$ cat src/rtl/numlock_code_sender_pkg.sv
// Shared definitions for the number-lock code sender: state encoding,
// default lock combination and default press/gap/timeout timing.
package numlock_code_sender_pkg;

  // Sender states
  typedef enum logic [2:0] {
    ST_IDLE,
    ST_PRESS,
    ST_RELEASE,
    ST_WAIT_UNLOCK,
    ST_DONE
  } state_t;

  // Matches the lock's hard-wired combination
  localparam int unsigned DEF_CODE_LEN       = 4;
  localparam logic [3:0]  DEF_CODE           = 4'b1011;
  localparam int unsigned DEF_PULSE_CYCLES   = 2;
  localparam int unsigned DEF_GAP_CYCLES     = 1;
  localparam int unsigned DEF_TIMEOUT_CYCLES = 8;

  // Counter width able to hold the largest (N-1) load value; never below 1 bit
  function automatic int unsigned cnt_width(input int unsigned p,
                                            input int unsigned g,
                                            input int unsigned t);
    int unsigned m;
    m = p;
    if (g > m) m = g;
    if (t > m) m = t;
    return (m > 1) ? $clog2(m) : 1;
  endfunction

endpackage

$ cat src/rtl/numlock_code_sender_tick_counter.sv
// Loadable down-counter shared by the pulse, gap and timeout phases.
// Counts down to zero and holds there; a load overrides counting.
module numlock_tick_counter #(
  parameter int unsigned WIDTH = 3
) (
  input  logic             i_clk,
  input  logic             i_rst_n,
  input  logic             i_load,
  input  logic [WIDTH-1:0] i_load_val,
  output logic             o_zero
);

  logic [WIDTH-1:0] r_count;

  // Load on strobe, otherwise decrement until zero (no wrap)
  always_ff @(posedge i_clk or negedge i_rst_n) begin
    if (!i_rst_n) begin
      r_count <= '0;
    end else if (i_load) begin
      r_count <= i_load_val;
    end else if (r_count != '0) begin
      r_count <= r_count - 1'b1;
    end
  end

  assign o_zero = (r_count == '0);

endmodule

$ cat src/rtl/numlock_code_sender.sv
// Number-lock code sender: plays a latched combination MSB-first as
// discrete U (1) / Z (0) presses separated by releases, then waits for
// the lock's Unlock and reports Success with a one-cycle Done pulse.
// Optional feature macro: NUMLOCK_SENDER_ABORT_EN adds an Abort input.
module numlock_code_sender
  import numlock_code_sender_pkg::*;
#(
  parameter int unsigned CODE_LEN       = DEF_CODE_LEN,
  parameter int unsigned PULSE_CYCLES   = DEF_PULSE_CYCLES,
  parameter int unsigned GAP_CYCLES     = DEF_GAP_CYCLES,
  parameter int unsigned TIMEOUT_CYCLES = DEF_TIMEOUT_CYCLES
) (
  input  logic                Clk,
  input  logic                reset,
  input  logic                Start,
  input  logic [CODE_LEN-1:0] Code_in,
  input  logic                Unlock,
`ifdef NUMLOCK_SENDER_ABORT_EN
  input  logic                Abort,
`endif
  output logic                U,
  output logic                Z,
  output logic                Busy,
  output logic                Done,
  output logic                Success
);

  localparam int unsigned CW = cnt_width(PULSE_CYCLES, GAP_CYCLES, TIMEOUT_CYCLES);
  localparam int unsigned IW = (CODE_LEN > 1) ? $clog2(CODE_LEN) : 1;
  localparam logic [CW-1:0] LD_PULSE   = CW'(PULSE_CYCLES - 1);
  localparam logic [CW-1:0] LD_GAP     = CW'(GAP_CYCLES - 1);
  localparam logic [CW-1:0] LD_TIMEOUT = CW'(TIMEOUT_CYCLES - 1);

  state_t              r_state;
  logic [CODE_LEN-1:0] r_code;
  logic [IW-1:0]       r_idx;
  logic [IW-1:0]       w_idx_dec;
  logic                w_zero;
  logic                w_load;
  logic [CW-1:0]       w_load_val;
  logic                w_abort;

`ifdef NUMLOCK_SENDER_ABORT_EN
  assign w_abort = Abort;
`else
  assign w_abort = 1'b0;
`endif

  assign w_idx_dec = r_idx - 1'b1;

  numlock_tick_counter #(
    .WIDTH (CW)
  ) u_tick (
    .i_clk      (Clk),
    .i_rst_n    (reset),
    .i_load     (w_load),
    .i_load_val (w_load_val),
    .o_zero     (w_zero)
  );

  // Counter is reloaded on every transition into a timed state. An abort
  // may coincide with a load; the stale count is harmless since IDLE
  // always reloads on the next Start.
  always_comb begin
    w_load     = 1'b0;
    w_load_val = '0;
    case (r_state)
      ST_IDLE: begin
        if (Start) begin
          w_load     = 1'b1;
          w_load_val = LD_PULSE;
        end
      end
      ST_PRESS: begin
        if (w_zero) begin
          w_load     = 1'b1;
          w_load_val = LD_GAP;
        end
      end
      ST_RELEASE: begin
        if (w_zero) begin
          w_load     = 1'b1;
          w_load_val = (r_idx == '0) ? LD_TIMEOUT : LD_PULSE;
        end
      end
      default: ;
    endcase
  end

  // Sender FSM with registered button, status and result outputs
  always_ff @(posedge Clk or negedge reset) begin
    if (!reset) begin
      r_state <= ST_IDLE;
      r_code  <= '0;
      r_idx   <= '0;
      U       <= 1'b0;
      Z       <= 1'b0;
      Busy    <= 1'b0;
      Done    <= 1'b0;
      Success <= 1'b0;
    end else begin
      Done <= 1'b0;
      case (r_state)
        ST_IDLE: begin
          if (Start) begin
            r_code  <= Code_in;
            r_idx   <= IW'(CODE_LEN - 1);
            Success <= 1'b0;
            Busy    <= 1'b1;
            U       <= Code_in[CODE_LEN-1];
            Z       <= ~Code_in[CODE_LEN-1];
            r_state <= ST_PRESS;
          end
        end
        ST_PRESS: begin
          if (w_abort) begin
            U       <= 1'b0;
            Z       <= 1'b0;
            Done    <= 1'b1;
            Success <= 1'b0;
            r_state <= ST_DONE;
          end else if (w_zero) begin
            U       <= 1'b0;
            Z       <= 1'b0;
            r_state <= ST_RELEASE;
          end
        end
        ST_RELEASE: begin
          if (w_abort) begin
            Done    <= 1'b1;
            Success <= 1'b0;
            r_state <= ST_DONE;
          end else if (w_zero) begin
            if (r_idx == '0) begin
              r_state <= ST_WAIT_UNLOCK;
            end else begin
              r_idx   <= w_idx_dec;
              U       <= r_code[w_idx_dec];
              Z       <= ~r_code[w_idx_dec];
              r_state <= ST_PRESS;
            end
          end
        end
        ST_WAIT_UNLOCK: begin
          if (w_abort) begin
            Done    <= 1'b1;
            Success <= 1'b0;
            r_state <= ST_DONE;
          end else if (Unlock) begin
            Done    <= 1'b1;
            Success <= 1'b1;
            r_state <= ST_DONE;
          end else if (w_zero) begin
            Done    <= 1'b1;
            Success <= 1'b0;
            r_state <= ST_DONE;
          end
        end
        ST_DONE: begin
          Busy    <= 1'b0;
          r_state <= ST_IDLE;
        end
        default: begin
          U       <= 1'b0;
          Z       <= 1'b0;
          Busy    <= 1'b0;
          r_state <= ST_IDLE;
        end
      endcase
    end
  end

endmodule

$ cat config.mk
export PLATFORM = sky130hd
export DESIGN_NAME = numlock_code_sender
export DESIGN_NICKNAME = d
export VERILOG_FILES = /design/src/rtl/numlock_code_sender_pkg.sv /design/src/rtl/numlock_code_sender_tick_counter.sv /design/src/rtl/numlock_code_sender.sv
export SDC_FILE = /design/constraint.sdc
export NUM_CORES = 1
export LEC_CHECK = 0
export ABC_AREA = 1
export CAP_MARGIN = 20
export CORE_ASPECT_RATIO = 1.4
export CORE_MARGIN = 1
export CORE_UTILIZATION = 55
export CTS_CLUSTER_DIAMETER = 200
export CTS_CLUSTER_SIZE = 40
export DETAILED_ROUTE_END_ITERATION = 8
export PLACE_DENSITY = 0.79
export SYNTH_ARGS = -nofsm -noshare
export SYNTH_HDL_FRONTEND = slang
export SYNTH_SLANG_ARGS = --single-unit
$ cat constraint.sdc
create_clock -name Clk -period 2.6 [get_ports Clk]
set_input_delay 0.26 -clock Clk [delete_from_list [all_inputs] [get_ports Clk]]
set_output_delay 0.26 -clock Clk [all_outputs]
set_load 0.1 [all_outputs]
==> impl_metrics.env <==
export IMPL_seq_area_frac_synth_pct=41.6
export IMPL_coreArea_um2=1760
export IMPL_ir_worst_vdd_uv=698
export IMPL_syn_area_per_cell_um2=7.36
export IMPL_port_buffer_count=12
export IMPL_cts_buffer_depth=2
export IMPL_crit_required_ps=2780
export IMPL_fin_ws_ps=1110
export IMPL_routabilityCongestion=0.855
export IMPL_clk_latency_ps=290
export IMPL_setup_violations=0
export IMPL_holdBufCountCts=0
export IMPL_io_pins=13
export IMPL_cp_arrival_ps=1670
export IMPL_netlist_cell_type_count=20
export IMPL_wirelength_um=2000
export IMPL_synth_top_area_share_pct=41.6
export IMPL_path_delay_family="simple AND/OR/NAND/NOR gates"
export IMPL_yosys_register_bits=17
export IMPL_wl_per_cell_um=11.4
export IMPL_yosys_warnings=0
export IMPL_slew_headroom_pct=49.7
export IMPL_start_kind="flip-flop"
export IMPL_regArea_um2=425
export IMPL_placedInstanceArea_um2=1160
export IMPL_grt_total_usage_pct=23.7
export IMPL_cp_num_buf_inv=2
export IMPL_antenna_cells=0
export IMPL_dp_hpwl_um=1550
export IMPL_power_density_nw_per_um2=1390
export IMPL_drc_errors=0
export IMPL_worst_path_max_fanout=9
export IMPL_via_per_inst=5.15
export IMPL_yosysTopAreaCell="dfrtp_1"
export IMPL_cts_resized=0
export IMPL_die_h_um=53.0
export IMPL_cts_sinks=17
export IMPL_synthesis_area_um2=1020
export IMPL_antenna_violating_nets_post_route=0
export IMPL_tightest_slew_ps=753
export IMPL_period_minus_slack_ps=1490
export IMPL_synth_cells=139
export IMPL_post_place_ws_ps=1130
export IMPL_rows=18
export IMPL_drive_above_1_share_pct=17.4
export IMPL_drt_first_pass_iters=4
export IMPL_stdcell_area_um2=1180
export IMPL_initial_utilization_pct=58.3
export IMPL_synth_net_count=150
export IMPL_hold_path_class="in -> async"
export IMPL_cts_root_buf="clkbuf_4"
export IMPL_die_w_um=38.5
export IMPL_holdWs_ps=403
export IMPL_drt_iter0_drc=13
export IMPL_multi_input_area_um2=513
export IMPL_cts_buffers=3
export IMPL_rsz0062_at_grt="no"
export IMPL_fillerInstances=152
export IMPL_crit_chain="inv_1 > ha_1 > inv_1 > nor2_2 > nand2_1 > nand2_2 > nand2_2 > o21ai_0 > nand2_1"
export IMPL_cp_end_kind="flip-flop"
export IMPL_slowest_stage="dfrtp_1"
export IMPL_outcome="finished clean"
export IMPL_post_cts_buffers=0
export IMPL_fp_dieArea_um2=2040
export IMPL_finClkSkew_ps=3.90
export IMPL_h_tree_depth=1
export IMPL_final_hold_viol_count=0
export IMPL_cts_clk_slew_worst_paths_ps=100
export IMPL_cts_tree="done"
export IMPL_nNetsFinal=167
export IMPL_num_vias=901
export IMPL_area_growth_pct=15.5
export IMPL_grt_pass1_vias=864
export IMPL_drv_slew=0
export IMPL_grt_antenna_before_repair=0
export IMPL_grt_overflow_total=0
export IMPL_grt_max_degree=18
export IMPL_power_leakage_nw=0.670
export IMPL_fin_crit_sh_pct=57.2
export IMPL_ys_top_cells_by_area="dfrtp_1 42%, nand2_1 19%, inv_1 6.6%, nand3_1 5.9%, ha_1 3.7%"
export IMPL_grt_pass1_wl_um=3350
export IMPL_fmax_mhz=672
export IMPL_critPathKind="reg -> reg"
export IMPL_cap_viol_max_count=0
export IMPL_setup_tns_ps=0
export IMPL_cpPeakStageDelay_ps=390
[cell usage in the layout (no fill, tap or decap), types with 3 or more instances in the layout]
| cell type | n |
|---|---|
| inv_1 | 18 |
| nor2_1 | 6 |
| nand2_2 | 6 |
| ha_1 | 3 |
| nand3_1 | 12 |
| buf_4 | 5 |
| clkdlybuf4s50_1 | 7 |
| nand4_1 | 3 |
| dfrtp_1 | 17 |
| nor2_2 | 3 |
| clkbuf_4 | 3 |
| nand3_2 | 3 |
| nand2_1 | 52 |
| o21ai_0 | 4 |
| inv_2 | 3 |
[layer usage]
metal,routed length (um),up-vias,GRT usage (%)
li1,-,464,-
met1,805,407,26.4
met2,1100,25,42.7
met3,70,5,3.78
met4,28,0,10.3
met5,0,-,0
[through the flow]
step	cells	utilization, %	total power [mW]
5_1_grt	175	67.3	1.81
2_1_floorplan	139	-	1.29
4_1_cts	175	67.3	1.65
3_5_place_dp	171	65.8	1.50
3_3_place_gp	171	65.8	1.47
6_report	175	67.3	1.64
[worst reg2reg max path, cell delays in order (launching register included)]
cell	delay (ps)
dfrtp_1	390
inv_1	100
ha_1	170
inv_1	50
nor2_2	270
nand2_1	110
nand2_2	90
nand2_2	60
o21ai_0	70
nand2_1	70
[power breakdown]
part / switching, mW / internal (mW) / total [mW]
registers: 0.104 / 0.380 / 0.485
logic: 0.688 / 0.323 / 1.01
clock network: 0.0826 / 0.0597 / 0.142
[worst paths after layout]
path                                         from                end  slack, ps  cells after the start
max in group asynchronous                   reset            Success       1720                      1
min in group Clk                        r_code[1]          r_code[1]        490                      2
worst min register to register          r_code[1]          r_code[1]        490                      2
worst min-delay path                        reset         r_state[1]        400                      1
worst max-delay path            u_tick.r_count[0]  u_tick.r_count[0]       1110                      9
worst max register to register  u_tick.r_count[0]  u_tick.r_count[0]       1110                      9
[Yosys cell counts (all sizes together)]
cell type  number
or2             1
o211ai          1
nor2           11
a21oi           1
nand3          16
nand2          58
ha              3
xor2            1
o21ai           5
nand4           3
inv            22
dfrtp          17
[logic make-up after synthesis]
logic type / synth area share, %
xor+xnor: 0.856
fa+ha+maj: 3.67
buf+inv: 8.31
simple gates: 41.9
flops: 41.6
compound gates: 3.67
[registers in the layout, indices dropped and copies added (netlist names)]
signal	count
r_code	4
Busy	1
U	1
r_state	3
r_idx	2
Done	1
Success	1
u_tick.r_count	3
Z	1
[layout make-up]
cell class	instances	share of cell area [%]
Timing Repair Buffer	12	9.10
Inverter	22	7.20
Multi-Input combinational cell	100	43.4
Sequential cell	17	36.0
Tap cell	20	2.12
Clock buffer	4	2.22
No activity file was read; power rests on OpenSTA's default activity.
